$ cat config.mk
export PLATFORM = sky130hd
export DESIGN_NAME = mult_div_unit_flat
export DESIGN_NICKNAME = d
export VERILOG_FILES = /design/src/rtl/mips_pkg.sv /design/src/rtl/mult_div_unit_if.sv /design/src/rtl/mult_div_unit.sv /design/src/flat_wrapper.sv
export SDC_FILE = /design/constraint.sdc
export NUM_CORES = 1
export LEC_CHECK = 0
export CAP_MARGIN = 25
export CORE_MARGIN = 2
export CORE_UTILIZATION = 60
export CTS_CLUSTER_DIAMETER = 100
export DETAILED_ROUTE_END_ITERATION = 8
export GPL_TIMING_DRIVEN = 0
export PLACE_DENSITY = 0.82
export SLEW_MARGIN = 0
export SYNTH_ARGS = -nofsm -noshare
export SYNTH_HDL_FRONTEND = slang
export SYNTH_SLANG_ARGS = --single-unit
$ cat constraint.sdc
create_clock -name clk -period 7.4 [get_ports clk]
set_input_delay 0.74 -clock clk [delete_from_list [all_inputs] [get_ports clk]]
set_output_delay 0.74 -clock clk [all_outputs]
set_load 0.005 [all_outputs]
$ cat src/rtl/mips_pkg.sv
// Shared types and constants for the mult/div unit of the pipelined MIPS core.
// Holds the opcode and FSM state enums, the iteration count and small op-decode helpers.
// Imported by the interface, the unit and the testbench.
package mips_pkg;

    typedef enum logic [2:0] {
        MD_MULT  = 3'd0,
        MD_MULTU = 3'd1,
        MD_DIV   = 3'd2,
        MD_DIVU  = 3'd3,
        MD_MTHI  = 3'd4,
        MD_MTLO  = 3'd5
    } md_op_e;

    typedef enum logic [1:0] {
        IDLE = 2'd0,
        RUN  = 2'd1,
        SIGN = 2'd2
    } md_state_e;

    localparam int MD_ITER = 32;

    // Ops that occupy the iterative datapath (as opposed to MTHI/MTLO moves).
    function automatic logic is_arith_op(input md_op_e op);
        return (op == MD_MULT) || (op == MD_MULTU) || (op == MD_DIV) || (op == MD_DIVU);
    endfunction

    function automatic logic is_signed_op(input md_op_e op);
        return (op == MD_MULT) || (op == MD_DIV);
    endfunction

    function automatic logic is_div_op(input md_op_e op);
        return (op == MD_DIV) || (op == MD_DIVU);
    endfunction

endpackage

$ cat src/rtl/mult_div_unit_if.sv
// Issue/result bundle between the execute stage and the mult/div unit.
// master: start/op/flush/rs_data/rt_data out, busy/done/hi/lo in; slave is the mirror.
// No handshake beyond busy: the stall logic holds the instruction while busy is high.
interface mult_div_unit_if
    import mips_pkg::*;
#(
    parameter int DATA_W = 32
);
    logic              start;
    md_op_e            op;
    logic              flush;
    logic [DATA_W-1:0] rs_data;
    logic [DATA_W-1:0] rt_data;
    logic              busy;
    logic              done;
    logic [DATA_W-1:0] hi;
    logic [DATA_W-1:0] lo;

    modport master (
        output start, op, flush, rs_data, rt_data,
        input  busy, done, hi, lo
    );

    modport slave (
        input  start, op, flush, rs_data, rt_data,
        output busy, done, hi, lo
    );
endinterface

$ cat src/rtl/mult_div_unit.sv
// Iterative multiply/divide unit with architectural HI/LO registers.
// Latency: mult/div 33 cycles from accept to HI/LO update; MTHI/MTLO one cycle.
// Backpressure: busy high while not IDLE; start ignored except in IDLE and in the final SIGN cycle.
// Ports: clk, rst_n (async active-low), md (slave modport: start/op/flush/rs_data/rt_data in,
//        busy/done/hi/lo out).
module mult_div_unit
    import mips_pkg::*;
#(
    parameter int DATA_W = 32
) (
    input  logic             clk,
    input  logic             rst_n,
    mult_div_unit_if.slave   md
);

    localparam int CNT_W = $clog2(DATA_W);

    md_state_e           state, state_nxt;
    logic [CNT_W-1:0]    cnt;
    logic [2*DATA_W-1:0] acc;       // mult: {partial product, multiplier}; div: {remainder, quotient}
    logic [DATA_W-1:0]   opnd;      // mult: multiplicand magnitude; div: divisor magnitude
    logic                op_div;
    logic                neg_res;   // product / quotient sign
    logic                neg_rem;   // remainder follows dividend sign
    logic                div_zero;
    logic                done_q;
    logic [DATA_W-1:0]   hi_q, lo_q;

    logic accept;      // load a new mult/div this edge
    logic write_res;   // commit result to HI/LO this edge
    logic mt_hi, mt_lo;
    logic start_arith, start_mt_ok;

    // ---------------- FSM ----------------
    always_ff @(posedge clk or negedge rst_n) begin
        if (!rst_n) state <= IDLE;
        else        state <= state_nxt;
    end

    always_comb begin
        state_nxt   = state;
        accept      = 1'b0;
        write_res   = 1'b0;
        start_arith = md.start && is_arith_op(md.op);
        // A move is taken in IDLE, or in SIGN alongside the result write so that
        // the later instruction in program order wins.
        start_mt_ok = 1'b0;
        case (state)
            IDLE: begin
                start_mt_ok = 1'b1;
                if (start_arith) begin
                    accept    = 1'b1;
                    state_nxt = RUN;
                end
            end
            RUN: begin
                if (md.flush)           state_nxt = IDLE;
                else if (cnt == '0)     state_nxt = SIGN;
            end
            SIGN: begin
                if (md.flush) begin
                    state_nxt = IDLE;
                end else begin
                    write_res   = 1'b1;
                    start_mt_ok = 1'b1;
                    if (start_arith) begin
                        accept    = 1'b1;
                        state_nxt = RUN;
                    end else begin
                        state_nxt = IDLE;
                    end
                end
            end
            default: state_nxt = IDLE;
        endcase
        mt_hi = start_mt_ok && md.start && (md.op == MD_MTHI);
        mt_lo = start_mt_ok && md.start && (md.op == MD_MTLO);
    end

    // ---------------- operand conditioning ----------------
    logic              a_neg, b_neg;
    logic [DATA_W-1:0] a_mag, b_mag;

    always_comb begin
        a_neg = is_signed_op(md.op) && md.rs_data[DATA_W-1];
        b_neg = is_signed_op(md.op) && md.rt_data[DATA_W-1];
        a_mag = a_neg ? (~md.rs_data + 1'b1) : md.rs_data;
        b_mag = b_neg ? (~md.rt_data + 1'b1) : md.rt_data;
    end

    // ---------------- iteration step ----------------
    logic [DATA_W:0]     mul_sum;
    logic [2*DATA_W-1:0] mul_next;
    logic [DATA_W:0]     div_shift;
    logic [DATA_W+1:0]   div_diff;
    logic [DATA_W-1:0]   div_rem;
    logic [2*DATA_W-1:0] div_next;

    always_comb begin
        // Shift-add: conditionally add the multiplicand into the upper half, then shift right.
        mul_sum  = {1'b0, acc[2*DATA_W-1:DATA_W]} + (acc[0] ? {1'b0, opnd} : '0);
        mul_next = {mul_sum, acc[DATA_W-1:1]};

        // Restoring step: bring in the next dividend bit, trial-subtract the divisor,
        // keep the difference only when it did not borrow.
        div_shift = {acc[2*DATA_W-1:DATA_W], acc[DATA_W-1]};
        div_diff  = {1'b0, div_shift} - {2'b00, opnd};
        div_rem   = div_diff[DATA_W+1] ? div_shift[DATA_W-1:0] : div_diff[DATA_W-1:0];
        div_next  = {div_rem, acc[DATA_W-2:0], ~div_diff[DATA_W+1]};
    end

    // ---------------- sign fix-up / result select ----------------
    logic [2*DATA_W-1:0] prod_fix;
    logic [DATA_W-1:0]   quo_fix, rem_fix, res_hi, res_lo;

    always_comb begin
        prod_fix = neg_res ? (~acc + 1'b1) : acc;
        quo_fix  = neg_res ? (~acc[DATA_W-1:0] + 1'b1) : acc[DATA_W-1:0];
        // With a zero divisor the remainder ends up as |dividend|; restoring the
        // dividend's sign gives back rs_data exactly.
        rem_fix  = neg_rem ? (~acc[2*DATA_W-1:DATA_W] + 1'b1) : acc[2*DATA_W-1:DATA_W];
        if (op_div) begin
            res_hi = rem_fix;
            res_lo = div_zero ? '1 : quo_fix;
        end else begin
            res_hi = prod_fix[2*DATA_W-1:DATA_W];
            res_lo = prod_fix[DATA_W-1:0];
        end
    end

    // ---------------- datapath and HI/LO ----------------
    always_ff @(posedge clk or negedge rst_n) begin
        if (!rst_n) begin
            cnt      <= '0;
            acc      <= '0;
            opnd     <= '0;
            op_div   <= 1'b0;
            neg_res  <= 1'b0;
            neg_rem  <= 1'b0;
            div_zero <= 1'b0;
            done_q   <= 1'b0;
            hi_q     <= '0;
            lo_q     <= '0;
        end else begin
            done_q <= write_res;
            if (accept) begin
                cnt      <= CNT_W'(DATA_W - 1);
                op_div   <= is_div_op(md.op);
                neg_res  <= a_neg ^ b_neg;
                neg_rem  <= a_neg;
                div_zero <= (md.rt_data == '0);
                if (is_div_op(md.op)) begin
                    acc  <= {{DATA_W{1'b0}}, a_mag};
                    opnd <= b_mag;
                end else begin
                    acc  <= {{DATA_W{1'b0}}, b_mag};
                    opnd <= a_mag;
                end
            end else if (state == RUN && !md.flush) begin
                acc <= op_div ? div_next : mul_next;
                if (cnt != '0) cnt <= cnt - 1'b1;
            end

            if (write_res) begin
                hi_q <= res_hi;
                lo_q <= res_lo;
            end
            if (mt_hi) hi_q <= md.rs_data;
            if (mt_lo) lo_q <= md.rs_data;
        end
    end

    assign md.busy = (state != IDLE);
    assign md.done = done_q;
    assign md.hi   = hi_q;
    assign md.lo   = lo_q;

endmodule
$ cat src/flat_wrapper.sv
// flat-port wrapper written by rule: the top's interface ports become plain ports
module mult_div_unit_flat import mips_pkg::*;
#(
    parameter int DATA_W = 32
)
  (clk, rst_n, md_start, md_op, md_flush, md_rs_data, md_rt_data, md_busy, md_done, md_hi, md_lo);
  mult_div_unit_if #(.DATA_W(DATA_W)) md_i ();
  input  logic clk;
  input  logic rst_n;
  input wire logic [$bits(md_i.start)-1:0] md_start;
  input wire logic [$bits(md_i.op)-1:0] md_op;
  input wire logic [$bits(md_i.flush)-1:0] md_flush;
  input wire logic [$bits(md_i.rs_data)-1:0] md_rs_data;
  input wire logic [$bits(md_i.rt_data)-1:0] md_rt_data;
  output wire logic [$bits(md_i.busy)-1:0] md_busy;
  output wire logic [$bits(md_i.done)-1:0] md_done;
  output wire logic [$bits(md_i.hi)-1:0] md_hi;
  output wire logic [$bits(md_i.lo)-1:0] md_lo;
  assign md_i.start = md_start;
  assign md_i.op = md_op;
  assign md_i.flush = md_flush;
  assign md_i.rs_data = md_rs_data;
  assign md_i.rt_data = md_rt_data;
  assign md_busy = md_i.busy;
  assign md_done = md_i.done;
  assign md_hi = md_i.hi;
  assign md_lo = md_i.lo;
  mult_div_unit #(.DATA_W(DATA_W)) u_core (.clk(clk), .rst_n(rst_n), .md(md_i));
endmodule
==> flow_summary_export.csv, run 1 <==
group,metric,value,unit
outcome,status,"completed",
clocking,cts_max_level,4,
clocking,cts_inserted_buffers,17,
job,drv_cap,0,
finish,fillers,2057,
synth,ys_warn_count,0,
floorplan,die_w,160.3,um
synth,synth-compound-area-share,0.2545,
timing,post-route-period-util,0.6218,
synth,yosysSeqAreaShare,0.2935,
placement,hpwlAfterDp,44890,um
clocking,ctsHoldBuffers,0,
finish,drive_gt1_frac,0.03367,
clocking,cts_setup_buffers,0,
finish,fin_util,0.7028,
synth,synthAdderAreaFrac,0.06246,
worst_setup_path,start_kind,"register",
floorplan,die_y,160.3,um
clocking,cts_tree,"yes",
clocking,ctsResizeCount,0,
synth,synth_simple_gate_area_frac,0.1869,
routing,avgRoutedWirePerCell,23.96,um
timing,hold_viol_final,0,
timing,rsz0062_at_grt,"no",
hold_path,worstHoldPathType,"in -> async",
clocking,clk_path_buf_depth,2,
synth,syn_inst,1886,
global_route,grt_max_degree,122,
placement,place_congestion,1.020,
pwr,pwr-share-clk,0.150,
timing,hold_ws,188.9,ps
synth,syn_area,14660,um^2
global_route,grt_remaining_overflow,0,
floorplan,die_area,25710,um^2
synth,synth-xor-area-share,0.1027,
synth,yosysUniqueCellTypes,70,
routing,num_vias,15792,
pwr,vdd_ir_drop_max,0.0001778,V
clocking,cts.clk_slew.worst_paths,90,ps
synth,avgSynthCellArea,7.775,um^2
timing,min_period,4601,ps
global_route,grt_pass1_vias,14725,
synth,synth_nets,2029,
synth,synth_edf_count,0,
worst_setup_path,required,7690,ps
routing,ant_nets,0,
pwr,power_frac_seq,0.263,
worst_setup_path,critPathCaptureType,"register",
pwr,power_density,361.0,nW/um^2
clocking,clock-sinks,172,
pwr,p_leak,7.042,nW
timing,fin_ws,2799,ps
worst_setup_path,crit_type,"reg -> reg",
worst_setup_path,crit_fanout,10,
finish,area_growth,15.87,%
routing,wirelength,56910,um
routing,drt-pass1-iter-count,6,
pwr,swShare,0.4916,
timing,max_freq,217.3,MHz
synth,ys_seq_elements,172,
global_route,grt_antenna_before_repair,1,
global_route,grt_use_total,0.4381,
worst_setup_path,worst-endpoint-arrival,4890,ps
placement,port_buffers,131,
synth,synth_mux_area_frac,0.05367,
global_route,grt_pass1_wl,86220,um
placement,post-place-ws,2987,ps
routing,drc,0,
timing,finClkSkew,22.68,ps
routing,viasPerCell,6.649,
timing,slew_violations,0,
finish,num-nets-final,2180,
floorplan,core-area,24180,um^2
routing,drt_iter0_drc,2044,
clocking,insertion_delay,450,ps
pwr,combPwrFrac,0.587,
timing,finalSetupTns,0,ps
floorplan,boundaryPins,137,
floorplan,initial_core_util,0.6065,
synth,synth-main-ff-cell,"dfrtp_1",
floorplan,core.rowCount,57,
timing,max_slew.worst_pin.slew,1069,ps
synth,async_flop_share,1.000,
timing,setup_violations,0,
pwr,internal_power,0.003118,W
pwr,p_sw,0.003015,W
synth,synth_top_family_by_area,"compound AO/OA/AOI/OAI gates",
clocking,cts_root_buf,"clkbuf_16",
timing,relSlewSlack,0.2848,
==> synthesized netlist by cell type, drive strengths merged (20+ instances only) <==
cell    count  area, um^2
inv        65       244.0
o22ai      36       225.2
clkbuf     98       367.9
o211ai     40       300.3
or3        21       131.4
nor2      164       615.6
xnor2     114       998.5
a21oi     150       754.5
a21o       27       202.7
nor3       30       150.1
xor2       58       508.0
dfrtp     172        4304
o21ai     222        1115
mux2i      73       730.7
nand3      20       100.1
ha         70       875.8
nand2     253       952.2
o31ai      23       172.7
==> through the flow <==
| step | total power, W | instance area [um^2] | std cells |
|---|---|---|---|
| floorplan | 0.003887 | 14660 | 1886 |
| global placement | 0.005019 | 16380 | 2341 |
| detailed placement | 0.005077 | 16410 | 2342 |
| CTS | 0.005996 | 16990 | 2373 |
| global route | 0.006463 | 16990 | 2373 |
| finish | 0.006133 | 16990 | 2375 |
==> critical path, stage by stage, from the launching register on <==
cell and delay (ps):
dfrtp_1 540, ha_1 430, and4_1 230, nand3_1 90, a21oi_1 250, o211a_1 390
a211o_1 270, a2bb2oi_1 590, clkbuf_1 600, clkbuf_1 620, nor2_1 110, a22oi_1 180
o221ai_1 140
==> power groups by stage <==
stage               sequential, W  combinational [W]  clock (W)
floorplan                 0.00144            0.00245          0
global placement          0.00159            0.00343          0
detailed placement        0.00160            0.00348          0
CTS                       0.00158            0.00351   0.000904
global route              0.00163            0.00389   0.000946
finish                    0.00161            0.00360   0.000917
==> logic make-up after synthesis <==
kind of cell / after synthesis
buf+inv: 178
mux: 78
xor+xnor: 172
fa+ha+maj: 72
simple gates: 598
compound gates: 616
flops: 172
==> cells in the final DEF, fill, tap and decap left out, types with 12 or more instances in the layout <==
master / n
o221ai_1: 14
dfrtp_1: 172
clkbuf_16: 17
mux2i_1: 73
clkdlybuf4s50_1: 130
a21oi_1: 149
nand3_1: 20
xnor2_1: 114
o21ai_0: 215
nand2b_1: 15
nand2_1: 252
buf_1: 12
a21o_1: 27
or4_1: 12
nor2_1: 164
o31ai_1: 23
a31oi_1: 16
clkbuf_1: 98
inv_1: 65
ha_1: 70
a211oi_1: 13
xor2_1: 58
nor4_1: 14
nor3_1: 30
o22ai_1: 36
or3_1: 21
o211ai_1: 40
==> sequential cells by signal, indices dropped and copies added (netlist names) <==
register         cells
u_core.acc          64
u_core.cnt           5
u_core.div_zero      1
u_core.md.done       1
u_core.md.hi        32
u_core.md.lo        32
u_core.neg_rem       1
u_core.neg_res       1
u_core.op_div        1
u_core.opnd         32
u_core.state         2
==> layer usage <==
layer | wire (um) | vias to the layer above | track usage | part of all wire
met3 | 7695 | 190 | 0.1201 | 0.14
met1 | 22170 | 7468 | 0.5944 | 0.39
met2 | 24200 | 1072 | 0.6570 | 0.43
met4 | 2849 | 0 | 0.1970 | 0.050
met5 | 0 | - | 0 | 0
li1 | - | 7062 | - | -
==> path summary, 6_finish.rpt <==
path | from | to | slack [ps] | cells past startpoint
worst max register to register | u_core.acc[41]$_DFFE_PN0P_ | u_core.acc[62]$_DFFE_PN0P_ | 2800 | 12
min in group clk | u_core.opnd[27]$_DFFE_PN0P_ | u_core.opnd[27]$_DFFE_PN0P_ | 490 | 2
worst max-delay path | u_core.acc[41]$_DFFE_PN0P_ | u_core.acc[62]$_DFFE_PN0P_ | 2800 | 12
worst min-delay path | rst_n | u_core.acc[17]$_DFFE_PN0P_ | 190 | 1
max in group asynchronous | rst_n | u_core.acc[51]$_DFFE_PN0P_ | 6250 | 2
worst min register to register | u_core.opnd[27]$_DFFE_PN0P_ | u_core.opnd[27]$_DFFE_PN0P_ | 490 | 2
==> cell type report <==
class | count | area [um^2] | share of cell area
Multi-Input combinational cell | 1536 | 9682 | 0.5698
Tap cell | 324 | 405.4 | 0.02386
Clock buffer | 17 | 425.4 | 0.02504
Sequential cell | 172 | 4304 | 0.2533
Clock inverter | 14 | 147.6 | 0.008689
Buffer | 113 | 434.2 | 0.02555
Inverter | 65 | 244.0 | 0.01436
Antenna cell | 2 | 5.005 | 0.0002946
Timing Repair Buffer | 132 | 1344 | 0.07909
Power figures use the tool's default switching activity.
==> run 2, diff against run 1 <==
--- a/config.mk
+++ b/config.mk
@@ -7,11 +7,11 @@
 export LEC_CHECK = 0
 export CAP_MARGIN = 25
 export CORE_MARGIN = 2
-export CORE_UTILIZATION = 60
+export CORE_UTILIZATION = 59
 export CTS_CLUSTER_DIAMETER = 100
 export DETAILED_ROUTE_END_ITERATION = 8
 export GPL_TIMING_DRIVEN = 0
-export PLACE_DENSITY = 0.82
+export PLACE_DENSITY = 0.81
 export SLEW_MARGIN = 0
 export SYNTH_ARGS = -nofsm -noshare
 export SYNTH_HDL_FRONTEND = slang
==> constraint.sdc (replaced) <==
create_clock -name clk -period 4.3 [get_ports clk]
set_input_delay 0.43 -clock clk [delete_from_list [all_inputs] [get_ports clk]]
set_output_delay 0.43 -clock clk [all_outputs]
set_load 0.005 [all_outputs]
==> flow_summary_export.csv, run 2 (synthesized netlist as in run 1, its figures left out) <==
group,metric,value,unit
clocking,cts_root_buf,"clkbuf_16",
pwr,power_density,623.8,nW/um^2
timing,post-route-period-util,0.9670,
finish,top_register,"u_core.acc",
floorplan,core-area,24390,um^2
finish,finish.instance_area,17030,um^2
timing,setup_violations,0,
routing,num_vias,15980,
hold_path,worstHoldPathType,"in -> reg",
routing,avgRoutedWirePerCell,24.20,um
placement,post-place-ws,-275.4,ps
worst_setup_path,required,4590,ps
finish,fillers,2093,
timing,max_slew.worst_pin.slew,1129,ps
floorplan,die_area,26130,um^2
clocking,cts_max_level,4,
clocking,cts_inserted_buffers,17,
worst_setup_path,critPathCaptureType,"register",
timing,hold_viol_final,0,
routing,ant_nets,0,
worst_setup_path,path_buf_inv,2,
placement,hpwlAfterDp,45220,um
clocking,cts_setup_buffers,0,
routing,drt-pass1-iter-count,8,
timing,slew_violations,0,
outcome,status,"completed",
routing,wirelength,57510,um
floorplan,core.rowCount,57,
finish,regArea,4304,um^2
global_route,grt_pass1_wl,86920,um
timing,fin_ws,142.1,ps
worst_setup_path,cp_slowest_cell,"or4_4",
floorplan,initial_core_util,0.6012,
timing,finClkSkew,15.67,ps
worst_setup_path,max_stage_delay,580,ps
finish,layout_common_cells,"nand2_1 (252), o21ai_0 (214), dfrtp_1 (172), nor2_1 (164), a21oi_1 (149)",
placement,place_congestion,1.033,
worst_setup_path,crit_fanout,10,
clocking,cts.clk_slew.worst_paths,80,ps
finish,largest_reg_flops,64,
floorplan,boundaryPins,137,
global_route,grt_antenna_before_repair,1,
finish,num-nets-final,2181,
clocking,cts_tree,"yes",
global_route,grt_max_degree,116,
global_route,grt_pass1_vias,14785,
timing,hold_ws,433.9,ps
pwr,total_power,0.01062,W
timing,min_period,4158,ps
worst_setup_path,crit_chain,"inv_1, clkbuf_2, ha_1, nand2b_1, or3_1, nor4_2, a21oi_1, or4_4, o41ai_2, xnor2_1, o221ai_1",
timing,finalSetupTns,0,ps
routing,drt_iter0_drc,2175,
worst_setup_path,crit_family,"simple AND/OR/NAND/NOR gates",
placement,port_buffers,131,
timing,max_freq,240.5,MHz
timing,rsz0062_at_grt,"no",
clocking,clock-sinks,172,
floorplan,die_w,161.7,um
routing,viasPerCell,6.726,
finish,drive_gt1_frac,0.03608,
job,drv_cap,0,
timing,relSlewSlack,0.2447,
finish,area_growth,16.13,%
routing,drc,0,
global_route,grt_remaining_overflow,0,
clocking,clk_path_buf_depth,2,
finish,multi_input_area,9688,um^2
placement,placed_area,16410,um^2
worst_setup_path,start_kind,"register",
clocking,insertion_delay,450,ps
worst_setup_path,worst-endpoint-arrival,4440,ps
floorplan,die_y,161.7,um
pwr,p_leak,7.072,nW
worst_setup_path,crit_type,"reg -> reg",
global_route,grt_use_total,0.4359,
finish,final_common_cell,"nand2_1",
pwr,vdd_ir_drop_max,0.0004296,V
## run 2: cell count changes in the layout (fill, tap and decap cells not counted), sizes merged
| cell | previous run | this run |
|---|---|---|
| diode | 2 | 1 |
| clkbuf | 115 | 116 |
| clkinv | 3 | 5 |
| clkinvlp | 2 | 0 |
| dlygate4sd3 | 0 | 1 |
## run 2: final timing paths
check / start / to / slack [ps] / cells after the start
worst max-delay path: u_core.acc[0]$_DFFE_PN0P_ / u_core.md.hi[30]$_DFFE_PN0P_ / 140 / 11
worst min-delay path: md_rs_data[14] / u_core.md.lo[14]$_DFFE_PN0P_ / 430 / 3
worst max register to register: u_core.acc[0]$_DFFE_PN0P_ / u_core.md.hi[30]$_DFFE_PN0P_ / 140 / 11
worst min register to register: u_core.opnd[22]$_DFFE_PN0P_ / u_core.opnd[22]$_DFFE_PN0P_ / 490 / 2
max in group asynchronous: rst_n / u_core.acc[34]$_DFFE_PN0P_ / 2830 / 3
min in group asynchronous: rst_n / u_core.md.lo[9]$_DFFE_PN0P_ / 500 / 2
## run 2: worst min-delay path: cells and delay by family
family	cells	cell delay, ps
compound gates	1	70
buf+inv	1	220
simple gates	1	110
## run 2: what timing repair did
item / 4_1_cts / 5_1_grt
gates resized for setup: 3 / 4
hold buffers: 1 / 0
endpoints found under the hold margin: 57 / 0
setup endpoints to repair: 18 / 27
## run 2: routing by layer
metal	vias up	track usage	wire, um
met2	1181	0.6379	24180
li1	7079	-	-
met1	7547	0.6191	22910
met5	-	0	0
met3	173	0.1149	7984
met4	0	0.1693	2434
## run 2: area by class of cell
type / count / area share
multi-input cells: 1536 / 0.5689
diodes: 1 / 0.0001470
clock inverters: 14 / 0.009552
plain buffers: 113 / 0.02579
inverters: 65 / 0.01433
flip-flops and latches: 172 / 0.2528
well taps: 324 / 0.02381
repair buffers: 133 / 0.07950
clock buffers: 18 / 0.02520
## run 2: power breakdown
group / switching (W) / internal [W] / leakage (nW) / total [W]
sequential: 0.000756 / 0.00205 / 2.17 / 0.00280
clock: 0.000836 / 0.000788 / 0.289 / 0.00162
combinational: 0.00364 / 0.00255 / 4.61 / 0.00619
total: 0.00523 / 0.00539 / 7.07 / 0.0106
## run 2: stage by stage
| stage | util | std cells |
|---|---|---|
| 3_3_place_gp | 0.6716 | 2341 |
| 6_report | 0.6982 | 2376 |
| 5_1_grt | 0.6981 | 2375 |
| 2_1_floorplan | - | 1886 |
| 4_1_cts | 0.6978 | 2375 |
| 3_5_place_dp | 0.6729 | 2342 |
